==> src/rtl/card_layout_ctrl_if.sv <==
// Bundle between the layout controller and its game FSM / mouse / renderer / generator peers.
// slave = controller view, master = driver of loads, hits, reads and generator positions.
// No storage; pure wiring.
interface card_layout_ctrl_if #(
  parameter int NUM_W = 5,
  parameter int POS_W = 20
);
  logic             load_start;
  logic [NUM_W-1:0] num_cards_in;
  logic             read_all_positions;
  logic [NUM_W-1:0] num_of_cards;
  logic [POS_W-1:0] yx_pos_in;
  logic             layout_valid;
  logic             load_done;
  logic             layout_err;
  logic [9:0]       card_w;
  logic [9:0]       card_h;
  logic             hit_req;
  logic [9:0]       hit_x;
  logic [9:0]       hit_y;
  logic             hit_ack;
  logic             hit_found;
  logic [NUM_W-1:0] hit_idx;
  logic [NUM_W-1:0] rd_idx;
  logic [POS_W-1:0] rd_yx;

  modport slave (
    input  load_start, num_cards_in, yx_pos_in, card_w, card_h,
           hit_req, hit_x, hit_y, rd_idx,
    output read_all_positions, num_of_cards, layout_valid, load_done,
           layout_err, hit_ack, hit_found, hit_idx, rd_yx
  );

  modport master (
    output load_start, num_cards_in, yx_pos_in, card_w, card_h,
           hit_req, hit_x, hit_y, rd_idx,
    input  read_all_positions, num_of_cards, layout_valid, load_done,
           layout_err, hit_ack, hit_found, hit_idx, rd_yx
  );
endinterface

==> src/rtl/card_layout_ctrl.sv <==
// Card layout controller: triggers one generator burst, captures N {y,x} positions, serves hit-tests and reads.
// Latency: load_done 2+N cycles after load_start; hit_ack k+1 cycles after accept (N on miss); rd_yx 1 cycle.
// No backpressure: requests outside their accepting state are dropped, never queued.
module card_layout_ctrl #(
  parameter int MAX_CARDS = 16,
  parameter int NUM_W     = 5,
  parameter int POS_W     = 20
) (
  input  logic              clk,
  input  logic              rst,
  card_layout_ctrl_if.slave bus
);

  localparam int IDX_W = $clog2(MAX_CARDS);
  // {1023,1023}: empty entry / generator error marker
  localparam logic [POS_W-1:0] SENT = '1;

  typedef enum logic [2:0] {S_IDLE, S_REQ, S_WAIT, S_CAP, S_READY, S_SCAN} state_t;

  state_t           state_q, state_d;
  logic [NUM_W-1:0] num_q, num_d;
  logic [NUM_W-1:0] idx_q, idx_d;
  logic             rd_all_q, rd_all_d;
  logic             valid_q, valid_d;
  logic             done_q, done_d;
  logic             err_q, err_d;
  logic [9:0]       hx_q, hx_d, hy_q, hy_d, cw_q, cw_d, ch_q, ch_d;
  logic             ack_q, ack_d;
  logic             found_q, found_d;
  logic [NUM_W-1:0] hidx_q, hidx_d;
  logic [POS_W-1:0] rd_yx_q, rd_yx_d;
  logic [POS_W-1:0] pos_tbl_q [MAX_CARDS];

  logic             cap_we;
  logic             good_cnt;
  logic             load_go;
  logic [POS_W-1:0] scan_ent;
  logic [10:0]      px, py;
  logic             match;

  assign cap_we   = (state_q == S_CAP);
  assign good_cnt = (bus.num_cards_in == NUM_W'(8)) || (bus.num_cards_in == NUM_W'(12)) ||
                    (bus.num_cards_in == NUM_W'(16));
  assign scan_ent = pos_tbl_q[idx_q[IDX_W-1:0]];
  assign px       = {1'b0, scan_ent[9:0]};
  assign py       = {1'b0, scan_ent[19:10]};
  // 11-bit sums so a box reaching past x/y=1023 does not wrap to zero
  assign match    = (px <= {1'b0, hx_q}) && ({1'b0, hx_q} < px + {1'b0, cw_q}) &&
                    (py <= {1'b0, hy_q}) && ({1'b0, hy_q} < py + {1'b0, ch_q});

  // Next-state and registered-output logic for the load / capture / scan sequence
  always_comb begin
    state_d  = state_q;
    num_d    = num_q;
    idx_d    = idx_q;
    rd_all_d = 1'b0;
    valid_d  = valid_q;
    done_d   = 1'b0;
    err_d    = err_q;
    hx_d     = hx_q;
    hy_d     = hy_q;
    cw_d     = cw_q;
    ch_d     = ch_q;
    ack_d    = 1'b0;
    found_d  = found_q;
    hidx_d   = hidx_q;
    load_go  = 1'b0;
    case (state_q)
      S_IDLE: load_go = bus.load_start;
      S_REQ:  state_d = S_WAIT;
      S_WAIT: begin
        state_d = S_CAP;
        idx_d   = '0;
      end
      S_CAP: begin
        if (bus.yx_pos_in == SENT) err_d = 1'b1;
        if (idx_q == num_q - NUM_W'(1)) begin
          valid_d = 1'b1;
          done_d  = 1'b1;
          state_d = S_READY;
        end else begin
          idx_d = idx_q + NUM_W'(1);
        end
      end
      S_READY: begin
        // a reload takes precedence over a simultaneous hit request
        if (bus.load_start) begin
          load_go = 1'b1;
          valid_d = 1'b0;
          state_d = S_IDLE;
        end else if (bus.hit_req) begin
          hx_d    = bus.hit_x;
          hy_d    = bus.hit_y;
          cw_d    = bus.card_w;
          ch_d    = bus.card_h;
          idx_d   = '0;
          state_d = S_SCAN;
        end
      end
      S_SCAN: begin
        if (match) begin
          ack_d   = 1'b1;
          found_d = 1'b1;
          hidx_d  = idx_q;
          state_d = S_READY;
        end else if (idx_q == num_q - NUM_W'(1)) begin
          ack_d   = 1'b1;
          found_d = 1'b0;
          hidx_d  = '0;
          state_d = S_READY;
        end else begin
          idx_d = idx_q + NUM_W'(1);
        end
      end
      default: state_d = S_IDLE;
    endcase
    if (load_go) begin
      if (good_cnt) begin
        num_d    = bus.num_cards_in;
        err_d    = 1'b0;
        rd_all_d = 1'b1;
        state_d  = S_REQ;
      end else begin
        err_d = 1'b1;
      end
    end
  end

  // Read-back mux: out-of-range reads return the empty marker; a same-cycle capture write wins
  always_comb begin
    rd_yx_d = pos_tbl_q[bus.rd_idx[IDX_W-1:0]];
    if (bus.rd_idx >= num_q)                  rd_yx_d = SENT;
    else if (cap_we && (bus.rd_idx == idx_q)) rd_yx_d = bus.yx_pos_in;
  end

  // Control and output registers
  always_ff @(posedge clk) begin
    if (rst) begin
      state_q  <= S_IDLE;
      num_q    <= '0;
      idx_q    <= '0;
      rd_all_q <= 1'b0;
      valid_q  <= 1'b0;
      done_q   <= 1'b0;
      err_q    <= 1'b0;
      hx_q     <= '0;
      hy_q     <= '0;
      cw_q     <= '0;
      ch_q     <= '0;
      ack_q    <= 1'b0;
      found_q  <= 1'b0;
      hidx_q   <= '0;
      rd_yx_q  <= SENT;
    end else begin
      state_q  <= state_d;
      num_q    <= num_d;
      idx_q    <= idx_d;
      rd_all_q <= rd_all_d;
      valid_q  <= valid_d;
      done_q   <= done_d;
      err_q    <= err_d;
      hx_q     <= hx_d;
      hy_q     <= hy_d;
      cw_q     <= cw_d;
      ch_q     <= ch_d;
      ack_q    <= ack_d;
      found_q  <= found_d;
      hidx_q   <= hidx_d;
      rd_yx_q  <= rd_yx_d;
    end
  end

  // Position table: cleared to empty markers on reset, written one entry per capture cycle
  always_ff @(posedge clk) begin
    if (rst) begin
      for (int e = 0; e < MAX_CARDS; e++) pos_tbl_q[e] <= SENT;
    end else if (cap_we) begin
      pos_tbl_q[idx_q[IDX_W-1:0]] <= bus.yx_pos_in;
    end
  end

  assign bus.read_all_positions = rd_all_q;
  assign bus.num_of_cards       = num_q;
  assign bus.layout_valid       = valid_q;
  assign bus.load_done          = done_q;
  assign bus.layout_err         = err_q;
  assign bus.hit_ack            = ack_q;
  assign bus.hit_found          = found_q;
  assign bus.hit_idx            = hidx_q;
  assign bus.rd_yx              = rd_yx_q;

endmodule

==> src/flat_wrapper.sv <==
// flat-port wrapper written by rule: the top's interface ports become plain ports
module card_layout_ctrl_flat 
#(
  parameter int MAX_CARDS = 16,
  parameter int NUM_W     = 5,
  parameter int POS_W     = 20
)
  (clk, rst, bus_load_start, bus_num_cards_in, bus_yx_pos_in, bus_card_w, bus_card_h, bus_hit_req, bus_hit_x, bus_hit_y, bus_rd_idx, bus_read_all_positions, bus_num_of_cards, bus_layout_valid, bus_load_done, bus_layout_err, bus_hit_ack, bus_hit_found, bus_hit_idx, bus_rd_yx);
  card_layout_ctrl_if #(.NUM_W(NUM_W), .POS_W(POS_W)) bus_i ();
  input  logic clk;
  input  logic rst;
  input wire logic [$bits(bus_i.load_start)-1:0] bus_load_start;
  input wire logic [$bits(bus_i.num_cards_in)-1:0] bus_num_cards_in;
  input wire logic [$bits(bus_i.yx_pos_in)-1:0] bus_yx_pos_in;
  input wire logic [$bits(bus_i.card_w)-1:0] bus_card_w;
  input wire logic [$bits(bus_i.card_h)-1:0] bus_card_h;
  input wire logic [$bits(bus_i.hit_req)-1:0] bus_hit_req;
  input wire logic [$bits(bus_i.hit_x)-1:0] bus_hit_x;
  input wire logic [$bits(bus_i.hit_y)-1:0] bus_hit_y;
  input wire logic [$bits(bus_i.rd_idx)-1:0] bus_rd_idx;
  output wire logic [$bits(bus_i.read_all_positions)-1:0] bus_read_all_positions;
  output wire logic [$bits(bus_i.num_of_cards)-1:0] bus_num_of_cards;
  output wire logic [$bits(bus_i.layout_valid)-1:0] bus_layout_valid;
  output wire logic [$bits(bus_i.load_done)-1:0] bus_load_done;
  output wire logic [$bits(bus_i.layout_err)-1:0] bus_layout_err;
  output wire logic [$bits(bus_i.hit_ack)-1:0] bus_hit_ack;
  output wire logic [$bits(bus_i.hit_found)-1:0] bus_hit_found;
  output wire logic [$bits(bus_i.hit_idx)-1:0] bus_hit_idx;
  output wire logic [$bits(bus_i.rd_yx)-1:0] bus_rd_yx;
  assign bus_i.load_start = bus_load_start;
  assign bus_i.num_cards_in = bus_num_cards_in;
  assign bus_i.yx_pos_in = bus_yx_pos_in;
  assign bus_i.card_w = bus_card_w;
  assign bus_i.card_h = bus_card_h;
  assign bus_i.hit_req = bus_hit_req;
  assign bus_i.hit_x = bus_hit_x;
  assign bus_i.hit_y = bus_hit_y;
  assign bus_i.rd_idx = bus_rd_idx;
  assign bus_read_all_positions = bus_i.read_all_positions;
  assign bus_num_of_cards = bus_i.num_of_cards;
  assign bus_layout_valid = bus_i.layout_valid;
  assign bus_load_done = bus_i.load_done;
  assign bus_layout_err = bus_i.layout_err;
  assign bus_hit_ack = bus_i.hit_ack;
  assign bus_hit_found = bus_i.hit_found;
  assign bus_hit_idx = bus_i.hit_idx;
  assign bus_rd_yx = bus_i.rd_yx;
  card_layout_ctrl #(.MAX_CARDS(MAX_CARDS), .NUM_W(NUM_W), .POS_W(POS_W)) u_core (.clk(clk), .rst(rst), .bus(bus_i));
endmodule
==> config.mk <==
export PLATFORM = sky130hd
export DESIGN_NAME = card_layout_ctrl_flat
export DESIGN_NICKNAME = d
export VERILOG_FILES = /design/src/rtl/card_layout_ctrl_if.sv /design/src/rtl/card_layout_ctrl.sv /design/src/flat_wrapper.sv
export SDC_FILE = /design/constraint.sdc
export NUM_CORES = 1
export LEC_CHECK = 0
export CAP_MARGIN = 20
export CORE_AREA = 5 5 257 259
export CTS_CLUSTER_DIAMETER = 100
export DETAILED_ROUTE_END_ITERATION = 10
export DIE_AREA = 0 0 262 264
export PLACE_DENSITY_LB_ADDON = 0.2
export SLEW_MARGIN = 20
export SYNTH_ARGS = -nofsm -noshare
export SYNTH_HDL_FRONTEND = slang
export SYNTH_SLANG_ARGS = --single-unit
==> constraint.sdc <==
create_clock -name clk -period 15.65 [get_ports clk]
set_input_delay 2.3475 -clock clk [delete_from_list [all_inputs] [get_ports clk]]
set_output_delay 2.3475 -clock clk [all_outputs]
set_load 0.05 [all_outputs]
### Yosys cells after proc, flatten, opt, wreduce, memory -nomap -nowiden

Memory sizes are Yosys's and may differ from the RTL's. A register that Yosys moved wholly into a read port is not among the register bits.
Index checks and enable logic that the tools add are counted.

| operators by class | value |
|---|---|
| add/sub/neg operators | 4 |
| order comparisons | 5 |
| eq/ne operators | 16 |
| multiplexer cells | 39 |
| bitwise logic cells | 4 |
| reductions and logical operators | 23 |

Operators with widths:

| operator | count |
|---|---|
| $mux 20 | 2 |
| $mux 5 | 6 |
| $add 10x10->11 | 2 |
| $lt 10x11->1 | 2 |
| $eq 20x20->1 const B | 1 |
| $le 10x10->1 | 2 |
| $pmux 5 s4 | 1 |
| $reduce_or 20->1 | 1 |
| $mux 1 | 18 |
| $mux 3 | 6 |
| $pmux 3 s6 | 1 |
| $mux 4 | 3 |
| $eq 5x4->1 const B | 2 |
| $eq 5x5->1 | 2 |
| $ne 2x2->1 const B | 5 |
| $reduce_bool 2->1 | 4 |
| $reduce_or 2->1 | 4 |
| $eq 3x2->1 const B | 2 |
| $eq 3x3->1 const B | 2 |
| $reduce_and 2->1 | 3 |
| $reduce_and 3->1 | 2 |
| $add 5x1->5 const B | 1 |
| $eq 5x5->1 const B | 1 |
| $ge 5x5->1 | 1 |
| other kinds (9) | 17 |

| word-level totals | value |
|---|---|
| flip-flop bits (word level) | 84 |
| memory bits (writable) | 320 |
| bits of input ports | 74 |
| output and inout port bits | 36 |
| word-level logic and storage cells | 107 |
| memories | 1 |

Memory list:

| name | words | width | rd ports | clocked after Yosys merged registers in | wr ports | line | text |
|---|---|---|---|---|---|---|---|
| u_core.pos_tbl_q | 16 | 20 | 2 | 1 | 16 | card_layout_ctrl.sv:32 | `logic [POS_W-1:0] pos_tbl_q [MAX_CARDS];` |

### Longest topological paths before layout

| logic depth | value |
|---|---|
| word-level depth | 9 |
| depth in mapped cells | 21 |
| depth with buffers taken out | 19 |

### Worst setup path before layout

OpenSTA, ideal clock, no wires.

| path | value |
|---|---|
| path kind | reg-to-reg |
| start point | reg with a tool-made name |
| end point | reg with a tool-made name |
| library setup time | 0.079 ns |
| arrival time | 5.084 ns |
| required time | 15.571 ns |
| setup slack | 10.487 ns |
| cell stages (with the launch flop) | 22 |
| buffers on the path | 2 |
| clock period less this slack | 5.163 ns |
| cells stage by stage | dfxtp_1 -> clkbuf_1 -> buf_2 -> mux4_2 -> mux4_2 -> ha_1 -> fa_1 -> a21oi_1 -> o21ai_1 -> o21a_1 -> o21ai_0 -> nand2b_1 -> a21oi_1 -> xor2_1 -> ha_1 -> a21o_1 -> a21oi_1 -> o21ai_0 -> a2111oi_4 -> a21oi_4 -> nand4_1 -> mux2i_1 |

==> summary.md <==
| Metric | Value |
|---|---|
| Post-layout nets | between 1500 and 2000 |
| Initial Utilization | 0.345 |
| Slew HR | 0.248 |
| Critical path required time | 16140 ps |
| Clock Tree Buf Depth | 3 |
| WHS Path Cells | 2 |
| Placeable Area | 63600 um^2 |
| Minimum clock period | approximately 6700 ps |
| Final period util | 0.429 |
| Crit path cell chain | buf_4, buf_4, mux4_2, mux4_2, ha_1, a21o_1, a21oi_1, o21bai_1, a21oi_1, o21ai_0, a21o_1, a21oi_1, xor2_1, ha_1, a21oi_1, or2_2, o211ai_1, nand4_2, a21oi_4, nand4_1, mux2i_1 |
| Cell mode on critical path | a21oi_1 |
| Die width | 262 um |
| HPWL after DPL | 40.5 mm |
| Layout Skew | 16.9 ps |
| Dpl cells | between 2000 and 3000 |
| Vias | 14300 |
| Average cell area after synthesis | 13.3 um^2 |
| Sequential area share after synthesis | 0.518 |
| Die ar. | 69200 um^2 |
| DRT iter0 DRCs | 1311 |
| #FFs+latches synth | 408 |
| ANT nets after route | 0 |
| Mapped Area | 22000 um^2 |
| Clk slew on worst S/H paths | 60 ps |
| CP max FO | 33 |
| P&R area growth vs syn | 16.5% |
| Slowest cell on the critical path | dfxtp_4 |
| Core Util, Final | 0.402 |
| Hold WS | around 460 ps |
| Vias per inst | 5.51 |
| Kind of critical path | reg -> reg |
| H-Tree Depth | 2 |
| CP delay by family, top | compound AO/OA/AOI/OAI gates |
| Pin count of the biggest net entering global routing | 68 |
| WL final | 69.1 mm |
| Top_reg_cell synth | edfxtp_1 |
| DRC errors left | 0 |
| Worst-skew pair later-pin latency | 590 ps |
| Ports | 110 |
| Total Neg Setup Slack | 0 ps |
| RePlAce Congestion | 0.793 |
| Post-route non-filler standard cell count | 2604 |
| Status | finished clean |
| Crit end category | flop |
| Max-capacitance violation count | 0 |
| Post-CTS resize count | 0 |
| Initial antenna violation count | 4 |
| Power Total | 2.51 mW |
| Power Density | ~98 nW/um^2 |
| Layout cells sized above 1 | 0.367 |
| Worst VDD drop | approximately 0.000086 V |
| Total GRT Usage | 0.196 |
| Async set or reset register ratio after synthesis | 0 |
| Slew @ Worst Pin | 1130 ps |
| Num rows | 93 |
| Synth cell count leaders | or2_2, edfxtp_1, mux4_2, nand2_1, clkbuf_1 |
| Number of CTS-inserted buffers | 47 |
| Post-Syn Instances | 1648 |
| Vias in the first global route | ~15000 |
| Grt total ovfl | 0 |
| Hold Crit Class | reg -> reg |
| Yosys top cell by area | edfxtp_1 |
| Top post-synthesis cells by area | edfxtp_1, mux4_2, or2_2 |
| RSZ-0062 raised after global routing | no |
| First-pass GRT wire length | 99.6 mm |
| Postcts setup bufs | 0 |
| Fin. Hold Viols | 0 |
| Net count after synthesis | 1792 |
| Wirelength per Cell | 26.5 um |
| Max Fclk | 149 MHz |
| TritonCTS clock tree | built |
| Die H | 264 um |
| Final setup fails | 0 |
| First-pass DRT Iterations | 5 |
| Top-count cell post-synth | or2_2 |
| Levels on crit path | 21 |
| Arr. time, crit path | 7200 ps |
| LEAKAGE | 6.95 nW |
| CTS Root Buffer Type | clkbuf_16 |
| Buffers on Ports | 109 |
| Share of the synthesized area in the top cell type | 0.438 |
| Sum of buffers and inverters on the critical path | 2 |
| Slew Limit Fails | 0 |
| Clock sink total | just over 400 |
| Synthesis warning total | 0 |
| Startpoint class of the critical path | flop |
| Hold buffers post-CTS | 0 |
| Number of enable flip-flop cells after synthesis | 320 |
| Largest stage delay on the critical path | ~740 ps |
| Path depth of the worst reg2reg path | 21 |
| Synth cell types | 55 |
==> layout by cell type, fill, tap and decap left out, drive strengths merged, types with 28 or more instances in the layout <==
cell and n:
clkdlybuf4s50 104, or2 321, mux4 180, dfxtp 88, inv 38, mux2i 28, a21oi 79, ha 68
edfxtp 320, a211oi 46, buf 40, nand2 137, clkbuf 59
==> metrics by stage <==
| step | area [um^2] | setup slack [ps] |
|---|---|---|
| 2_1_floorplan | 22000 | 10490 |
| 3_3_place_gp | 23900 | 9000 |
| 3_5_place_dp | 23900 | 8870 |
| 4_1_cts | 25600 | 8840 |
| 5_1_grt | 25600 | 8400 |
| 6_report | 25600 | 8940 |
==> layout make-up <==
cell class / count / area (um^2)
clock inverters: 29 / 400
diodes: 2 / 5.00
clock buffers: 59 / 1300
flip-flops and latches: 408 / 11400
multi-input cells: 1069 / 9930
repair buffers: 144 / 1350
inverters: 38 / 143
fillers: 5970 / 38100
well taps: 855 / 1070
==> worst reg2reg max path, cell delays in order (launching register included) <==
cell,delay (ps)
dfxtp_4,740
buf_4,550
buf_4,680
mux4_2,600
mux4_2,600
ha_1,320
a21o_1,160
a21oi_1,210
o21bai_1,90
a21oi_1,220
o21ai_0,190
a21o_1,210
a21oi_1,190
xor2_1,110
ha_1,310
a21oi_1,60
or2_2,280
o211ai_1,120
nand4_2,300
a21oi_4,310
nand4_1,150
mux2i_1,220
==> routing by layer <==
layer / GRT usage / vias to the layer above / part of all wire
met5: 0 / - / 0
li1: - / 6291 / -
met3: 0.0360 / 126 / 0.074
met4: 0.0571 / 0 / 0.029
met1: 0.273 / 7380 / 0.42
met2: 0.317 / 549 / 0.47
==> flip-flops by register name, summed over array words and instances, names as in the netlist, named ones only <==
name	cells
u_core.pos_tbl_q	320
u_core.bus.rd_yx	20
u_core.bus.read_all_positions	1
u_core.bus.hit_found	1
u_core.bus.hit_idx	5
u_core.hy_q	10
u_core.bus.hit_ack	1
u_core.bus.load_done	1
u_core.cw_q	10
u_core.bus.layout_valid	1
u_core.state_q	3
u_core.bus.num_of_cards	5
u_core.hx_q	10
u_core.idx_q	5
u_core.ch_q	10
u_core.bus.layout_err	1
==> worst paths after layout <==
check	from	slack, ps	endpoint
max reg2reg	flop	8940	u_core.idx_q[3]
max	flop	8940	u_core.idx_q[3]
min	u_core.bus.hit_found	460	u_core.bus.hit_found
min reg2reg	u_core.bus.hit_found	460	u_core.bus.hit_found
==> cells by family (layout without fill, tap and decap cells) <==
| group | count (synthesis) | count (layout) | share of synthesized area |
|---|---|---|---|
| AO/OA/AOI/OAI | 194 | 194 | 0.0584 |
| XOR/XNOR | 26 | 26 | 0.0104 |
| adder cells (fa/ha/maj) | 70 | 70 | 0.0406 |
| buffers and inverters | 171 | 270 | 0.0311 |
| flip-flops | 408 | 408 | 0.518 |
| multiplexers | 208 | 208 | 0.197 |
| other | 0 | 2 | 0 |
| AND/OR/NAND/NOR | 571 | 571 | 0.144 |
==> where the power goes <==
part / internal [mW] / switching (mW) / leakage [nW]
Clock: 0.739 / 0.470 / 0.828
Sequential: 1.17 / 0.00418 / 2.89
Combinational: 0.0425 / 0.0904 / 3.24
Total: 1.95 / 0.565 / 6.95
No activity file was read; power rests on OpenSTA's default activity.
